File: src/rtl/uart_tx_fsm_if.sv
// uart_tx_fsm_if: request/data/status bundle between system logic and the UART transmitter.
interface uart_tx_fsm_if #(
    parameter int DATA_BITS = 8
);
    logic                 start;
    logic [DATA_BITS-1:0] data_in;
    logic                 Bit_out;
    logic                 bussy;
    logic                 done;

    modport master (output start, data_in, input Bit_out, bussy, done);
    modport slave  (input start, data_in, output Bit_out, bussy, done);
endinterface

File: src/rtl/uart_tx_fsm.sv
// uart_tx_fsm: 8N1 UART transmitter, one frame per accepted start request.
`ifndef SAMPLING_FACTOR
`define SAMPLING_FACTOR 16
`endif
module uart_tx_fsm #(
    parameter int CLKS_PER_BIT = `SAMPLING_FACTOR,
    parameter int DATA_BITS    = 8
) (
    input logic          clk,
    input logic          rst,
    uart_tx_fsm_if.slave bus
);
    localparam int DW = (CLKS_PER_BIT > 1) ? $clog2(CLKS_PER_BIT) : 1;
    localparam int IW = $clog2(DATA_BITS + 1);
    localparam logic [DW-1:0] DIV_LAST = DW'(CLKS_PER_BIT - 1);
    localparam logic [IW-1:0] IDX_LAST = IW'(DATA_BITS - 1);
    localparam logic [1:0] IDLE = 2'd0, START_BIT = 2'd1, SEND_BITS = 2'd2, STOP_BIT = 2'd3;

    logic [1:0]           state;
    logic [DW-1:0]        div;
    logic [IW-1:0]        idx;
    logic [DATA_BITS-1:0] shift;
    logic                 bit_out;
    logic                 bussy;
    logic                 done;
    logic                 bit_end;

    assign bit_end     = div == DIV_LAST;
    assign bus.Bit_out = bit_out;
    assign bus.bussy   = bussy;
    assign bus.done    = done;

    always_ff @(posedge clk or posedge rst) begin
        if (rst) begin
            state   <= IDLE;
            div     <= '0;
            idx     <= '0;
            shift   <= '0;
            bit_out <= 1'b1;
            bussy   <= 1'b0;
            done    <= 1'b0;
        end else begin
            done <= 1'b0;
            div  <= (state == IDLE || bit_end) ? '0 : div + 1'b1;
            case (state)
                IDLE: begin
                    bit_out <= ~bus.start;
                    bussy   <= bus.start;
                    if (bus.start) begin
                        state <= START_BIT;
                        shift <= bus.data_in;
                    end
                end
                START_BIT: if (bit_end) begin
                    state   <= SEND_BITS;
                    idx     <= '0;
                    bit_out <= shift[0];
                end
                // the next data bit is shift[1] because the register shifts on this same edge
                SEND_BITS: if (bit_end) begin
                    shift   <= shift >> 1;
                    idx     <= idx + 1'b1;
                    state   <= (idx == IDX_LAST) ? STOP_BIT : SEND_BITS;
                    bit_out <= (idx == IDX_LAST) ? 1'b1 : shift[1];
                end
                STOP_BIT: if (bit_end) begin
                    state <= IDLE;
                    bussy <= 1'b0;
                    done  <= 1'b1;
                end
                default: begin
                    state   <= IDLE;
                    bit_out <= 1'b1;
                    bussy   <= 1'b0;
                end
            endcase
        end
    end
endmodule

File: src/flat_wrapper.sv
// flat-port wrapper written by rule: the top's interface ports become plain ports
module uart_tx_fsm_flat 
#(
    parameter int CLKS_PER_BIT = `SAMPLING_FACTOR,
    parameter int DATA_BITS    = 8
)
  (clk, rst, bus_start, bus_data_in, bus_Bit_out, bus_bussy, bus_done);
  uart_tx_fsm_if #(.DATA_BITS(DATA_BITS)) bus_i ();
  input logic clk;
  input logic rst;
  input wire logic [$bits(bus_i.start)-1:0] bus_start;
  input wire logic [$bits(bus_i.data_in)-1:0] bus_data_in;
  output wire logic [$bits(bus_i.Bit_out)-1:0] bus_Bit_out;
  output wire logic [$bits(bus_i.bussy)-1:0] bus_bussy;
  output wire logic [$bits(bus_i.done)-1:0] bus_done;
  assign bus_i.start = bus_start;
  assign bus_i.data_in = bus_data_in;
  assign bus_Bit_out = bus_i.Bit_out;
  assign bus_bussy = bus_i.bussy;
  assign bus_done = bus_i.done;
  uart_tx_fsm #(.CLKS_PER_BIT(CLKS_PER_BIT), .DATA_BITS(DATA_BITS)) u_core (.clk(clk), .rst(rst), .bus(bus_i));
endmodule
File: config.mk
export PLATFORM = sky130hd
export DESIGN_NAME = uart_tx_fsm_flat
export DESIGN_NICKNAME = d
export VERILOG_FILES = /design/src/rtl/uart_tx_fsm_if.sv /design/src/rtl/uart_tx_fsm.sv /design/src/flat_wrapper.sv
export SDC_FILE = /design/constraint.sdc
export NUM_CORES = 1
export LEC_CHECK = 0
export ABC_AREA = 1
export CORE_ASPECT_RATIO = 1.4
export CORE_UTILIZATION = 58
export DETAILED_ROUTE_END_ITERATION = 8
export PLACE_DENSITY = 0.84
export SETUP_SLACK_MARGIN = 0.05
export SYNTH_ARGS = -nofsm -noshare
export SYNTH_HDL_FRONTEND = slang
export SYNTH_SLANG_ARGS = --single-unit
export TNS_END_PERCENT = 5
File: constraint.sdc
create_clock -name clk -period 4 [get_ports clk]
set_input_delay 0.8 -clock clk [delete_from_list [all_inputs] [get_ports clk]]
set_output_delay 0.8 -clock clk [all_outputs]
set_load 0.02 [all_outputs]
; ---- Word level (Yosys, flattened, before mapping)
; Cells that the tools add are included.
[word_totals]
ff_bits = 21
input_bits = 11
out_inout_bits = 3
wordCells = 51
[op_classes]
add_sub_neg = 2
n_eq_ne = 9
muxes = 21
bitwise_logic = 1
reduce_logical = 11
[op_table]
columns = cell, count
row1 = 8-bit 2-to-1 mux, 2
row2 = 8-bit one-hot mux with 2 select lines, 1
row3 = 4-bit 2-to-1 mux, 3
row4 = 3-bit AND reduction, 3
row5 = "4-bit by 1-bit adder with 4-bit output, second input constant", 2
row6 = 2-bit 2-to-1 mux, 4
row7 = 2-bit one-hot mux with 4 select lines, 1
row8 = 4-bit one-hot mux with 2 select lines, 1
row9 = 1-bit 2-to-1 mux, 7
row10 = "2-bit by 1-bit inequality test with 1-bit output, second input constant", 3
row11 = 2-bit nonzero test, 3
row12 = "2-bit == test, second input constant", 2
row13 = "4-bit by 3-bit == test with 1-bit output, second input constant", 1
row14 = "4-bit == test, second input constant", 1
row15 = 4-bit AND reduction, 1
row16 = 1-bit one-hot mux with 3 select lines, 1
row17 = 3-bit nonzero test, 1
row18 = "2-bit by 1-bit == test with 1-bit output, second input constant", 1
row19 = 2-bit zero test, 1
row20 = "2-bit inequality test, second input constant", 1
row21 = 1-bit one-hot mux with 2 select lines, 1
row22 = 2-bit AND reduction, 1
row23 = 1-bit logical OR, 1
row24 = 1-bit NOT, 1

; ---- Logic depth before layout (Yosys ltp)
[logic_depth]
depth_word = 4
mapped_depth = 8
mapped_depth_nobuf = 8

; ---- Least setup slack after synthesis
; No wires, ideal clock.
[synth_timing]
path_kind = in2reg
from = input port bus_start
to = register u_core.shift[7]
setup_time_ns = 0.117
arrival_ns = 1.325
required_time_ns = 3.883
path_slack_ns = 2.558
stages = 6
path_buffers = 0
path_cell_list = inv_1 -> nand2_1 -> o21a_2 -> nand2_4 -> nand2_1 -> nand2_1
[synth_between]
elab_chain_cells = 2
[synth_rtl]
columns = element, line
row1 = from (decl), flat_wrapper.sv:11  ; input wire logic [$bits(bus_i.start)-1:0] bus_start;
row2 = 2-bit inequality test (no source line), n/a
row3 = 3-bit AND reduction (no source line), n/a
row4 = to (signal assigned), uart_tx_fsm.sv:51  ; shift <= bus.data_in;
row5 = to (signal assigned), uart_tx_fsm.sv:61  ; shift <= shift >> 1;
row6 = to (decl), uart_tx_fsm.sv:22  ; logic [DATA_BITS-1:0] shift;
; No other way between the ends.
; A chain may end at the register's enable or synchronous reset.

; ---- Worst setup path after layout
[layout_timing]
from = register u_core.bit_out (netlist: u_core.bus.Bit_out)
to = output port bus_Bit_out
[layout_rtl]
columns = element, line
row1 = from (decl), uart_tx_fsm.sv:23  ; logic bit_out;
row2 = from (signal assigned), uart_tx_fsm.sv:47  ; bit_out <= ~bus.start;
row3 = from (signal assigned), uart_tx_fsm.sv:57  ; bit_out <= shift[0];
row4 = from (signal assigned), uart_tx_fsm.sv:64  ; bit_out <= (idx == IDX_LAST) ? 1'b1 : shift[1];
row5 = to (decl), flat_wrapper.sv:13  ; output wire logic [$bits(bus_i.Bit_out)-1:0] bus_Bit_out;
; No word-level cell between the ends.

==> impl_metrics.toml <==
[floorplan]
start_util_pct = 64.2
rows = 18
die-area_mm2 = 0.00221
fp.dieW_um = 40.0
die_h_um = 55.2
fp.coreArea_mm2 = 0.00182
io_pins = 14

[grt]
overflow = 0
antenna_found_initial = 0
first_global_vias = 909
grt_pass1_wl_um = 3730
grt_util_all_layers_pct = 25.0
grt_start_max_net_pins = 22

[critical_path]
critPathBufInv = 1
worstPathArrival_ps = 1470
critPathTopFamily = "buffers and inverters"
crit_chain = "clkdlybuf4s50_1"
crit_path_end_kind = "primary output"
path_class = "register to primary output"
crit_path_top_delay_cell = "clkdlybuf4s50_1"
critPathLaunch = "u_core.bus.Bit_out"
cp_max_fo = 2
regToRegStartpoint = "u_core.state[0]"
cp.required_ps = 3200
crit_path_max_incr_delay_ps = 600
cp-start-kind = "register"

[route]
vias = 923
vias_per_cell = 5.27
detail-route-antenna-nets = 0
drc_errors = 0
drt_iter0_drc = 14
wl_per_cell_um = 12.4
drt_pre_antenna_iters = 3
wl_um = 2170

[timing]
slew_violations = 0
fmaxAchievable_mhz = 440
rsz0062_at_grt = "false"
setup-violations-final = 0
slew_headroom_pct = 47.4
max_slew.worst_pin.slew_ps = 788
fin_crit_ps = 2270
fin_skew_ps = 4.20
min_period_over_period_pct = 56.9
hold_viol = 0
fin_tns_setup_ps = 0
worst_slack_ps = 1730

[synthesis]
synth_top_area_share_pct = 42.7
syn_area_mm2 = 0.00117
synth_most_common_cell = "nand2_1"
ys_warn_count = 0
synth_edf_count = 0
syn_inst = 139
synth_area_leaders = "dfrtp_1 (43%), nand2_1 (17%), ha_1 (6.4%), nand3_1 (6.4%), o21ai_2 (3.7%)"
synth_common_cells = "nand2_1 (52), dfrtp_1 (20), nand3_1 (15), inv_1 (9)"
synth-main-ff-cell = "dfrtp_1"
yosys.area.top_type = "dfrtp_1"
synthDistinctLibCells = 23
ys_ff_latch = 21
ys_seq_area_share_pct = 45.0
async_reset_ff_share_pct = 100
synthesis.nets = 156
synth_area_per_cell_um2 = 8.43

[placement]
place_ws_ps = 1940
dpl.hpwl_um = 1600
place_congestion = 0.820
placedCellCount = 171
port_buffers = 13

[clock_tree]
cts_buffers = 3
cts_hold_buffers = 0
clock_path_buffers = 2
clock_latency_ps = 310
cts.repair.resized = 0
post_cts_buffers = 0
clkTransAtPathRegs_ps = 120
cts.htree.levels = 1
clock-sinks = 21
cts_root_buffer = "clkbuf_4"
cts_tree = "built"

[finish]
seq_area_um2 = 527
drive_above_1_share_pct = 16.1
diodes = 0
multiInputGateArea_um2 = 596
final_cells = 175
fill_cells = 147
area_growth_pct = 14.6
finalNetCount = 173

[hold_path]
hold_start = "u_core.div[0]"
hp-class = "register to register"

[power]
power.leakage_nw = 0.683
p_per_area_mw_per_mm2 = 763
irDropWorstVdd_mv = 0.559
power_mw = 1.02

[outcome]
outcome = "completed"

[job]
drv_cap = 0
## registers in the layout (all words and copies together), names as in the netlist
register and cells:
u_core.div 4, u_core.shift 8, u_core.bus.Bit_out 1, u_core.idx 4, u_core.state 2, u_core.bus.bussy 1
u_core.bus.done 1
## layout make-up
type / instances / share of cell area (%)
Inverter: 10 / 2.80
Tap cell: 20 / 1.86
Multi-Input combinational cell: 107 / 44.4
Timing Repair Buffer: 13 / 9.69
Sequential cell: 21 / 39.2
Clock buffer: 3 / 1.68
Clock inverter: 1 / 0.373
## report_power, final
group          switching (mW)  internal [mW]  leakage [nW]
registers              0.0607          0.299         0.270
logic                   0.354          0.204         0.396
clock network          0.0694         0.0374        0.0177
## path summary, 6_finish.rpt
check	cells after the start	to	slack, ps
min in group asynchronous	2	u_core.idx[3]	920
max	1	bus_Bit_out	1730
max reg2reg	8	u_core.idx[0]	2280
min	1	u_core.div[0]	480
max in group asynchronous	2	u_core.bus.bussy	2600
min reg2reg	1	u_core.div[0]	480
## through the flow
step / util, % / hold WS [ps] / area, um2
floorplan: - / 431 / 1170
global placement: 72.1 / 459 / 1320
detailed placement: 72.1 / 460 / 1320
CTS: 73.6 / 489 / 1340
global route: 73.6 / 504 / 1340
finish: 73.6 / 484 / 1340
## kinds of logic after synthesis
family	count (synthesis)	share of synthesized area [%]
DFF	21	45.0
and+or+nand+nor	89	37.0
adders and majority gates	6	6.41
xor gates and xnor gates	1	0.748
buffers and inverters	11	4.17
AOI/OAI and AO/OA	11	6.73
## layer usage
layer / global-route usage (%) / routed length (um) / vias to the layer above
li1: - / - / 476
met1: 27.2 / 948 / 433
met2: 45.7 / 1150 / 10
met3: 2.40 / 29 / 4
met4: 13.2 / 38 / 0
met5: 0 / 0 / -
## placed cells by master, fill, tap and decap left out, types with 2 or more instances in the layout
master / n
clkdlybuf4s50_1: 13
o21ai_1: 2
dfrtp_1: 20
nand2_2: 6
nand4_1: 2
nor2_1: 6
o21ai_2: 5
nand2_1: 52
or2_2: 2
clkbuf_4: 3
nand2_4: 3
inv_1: 9
ha_1: 6
nand3_1: 15
Note: power is estimated with default switching activity, not from simulation.
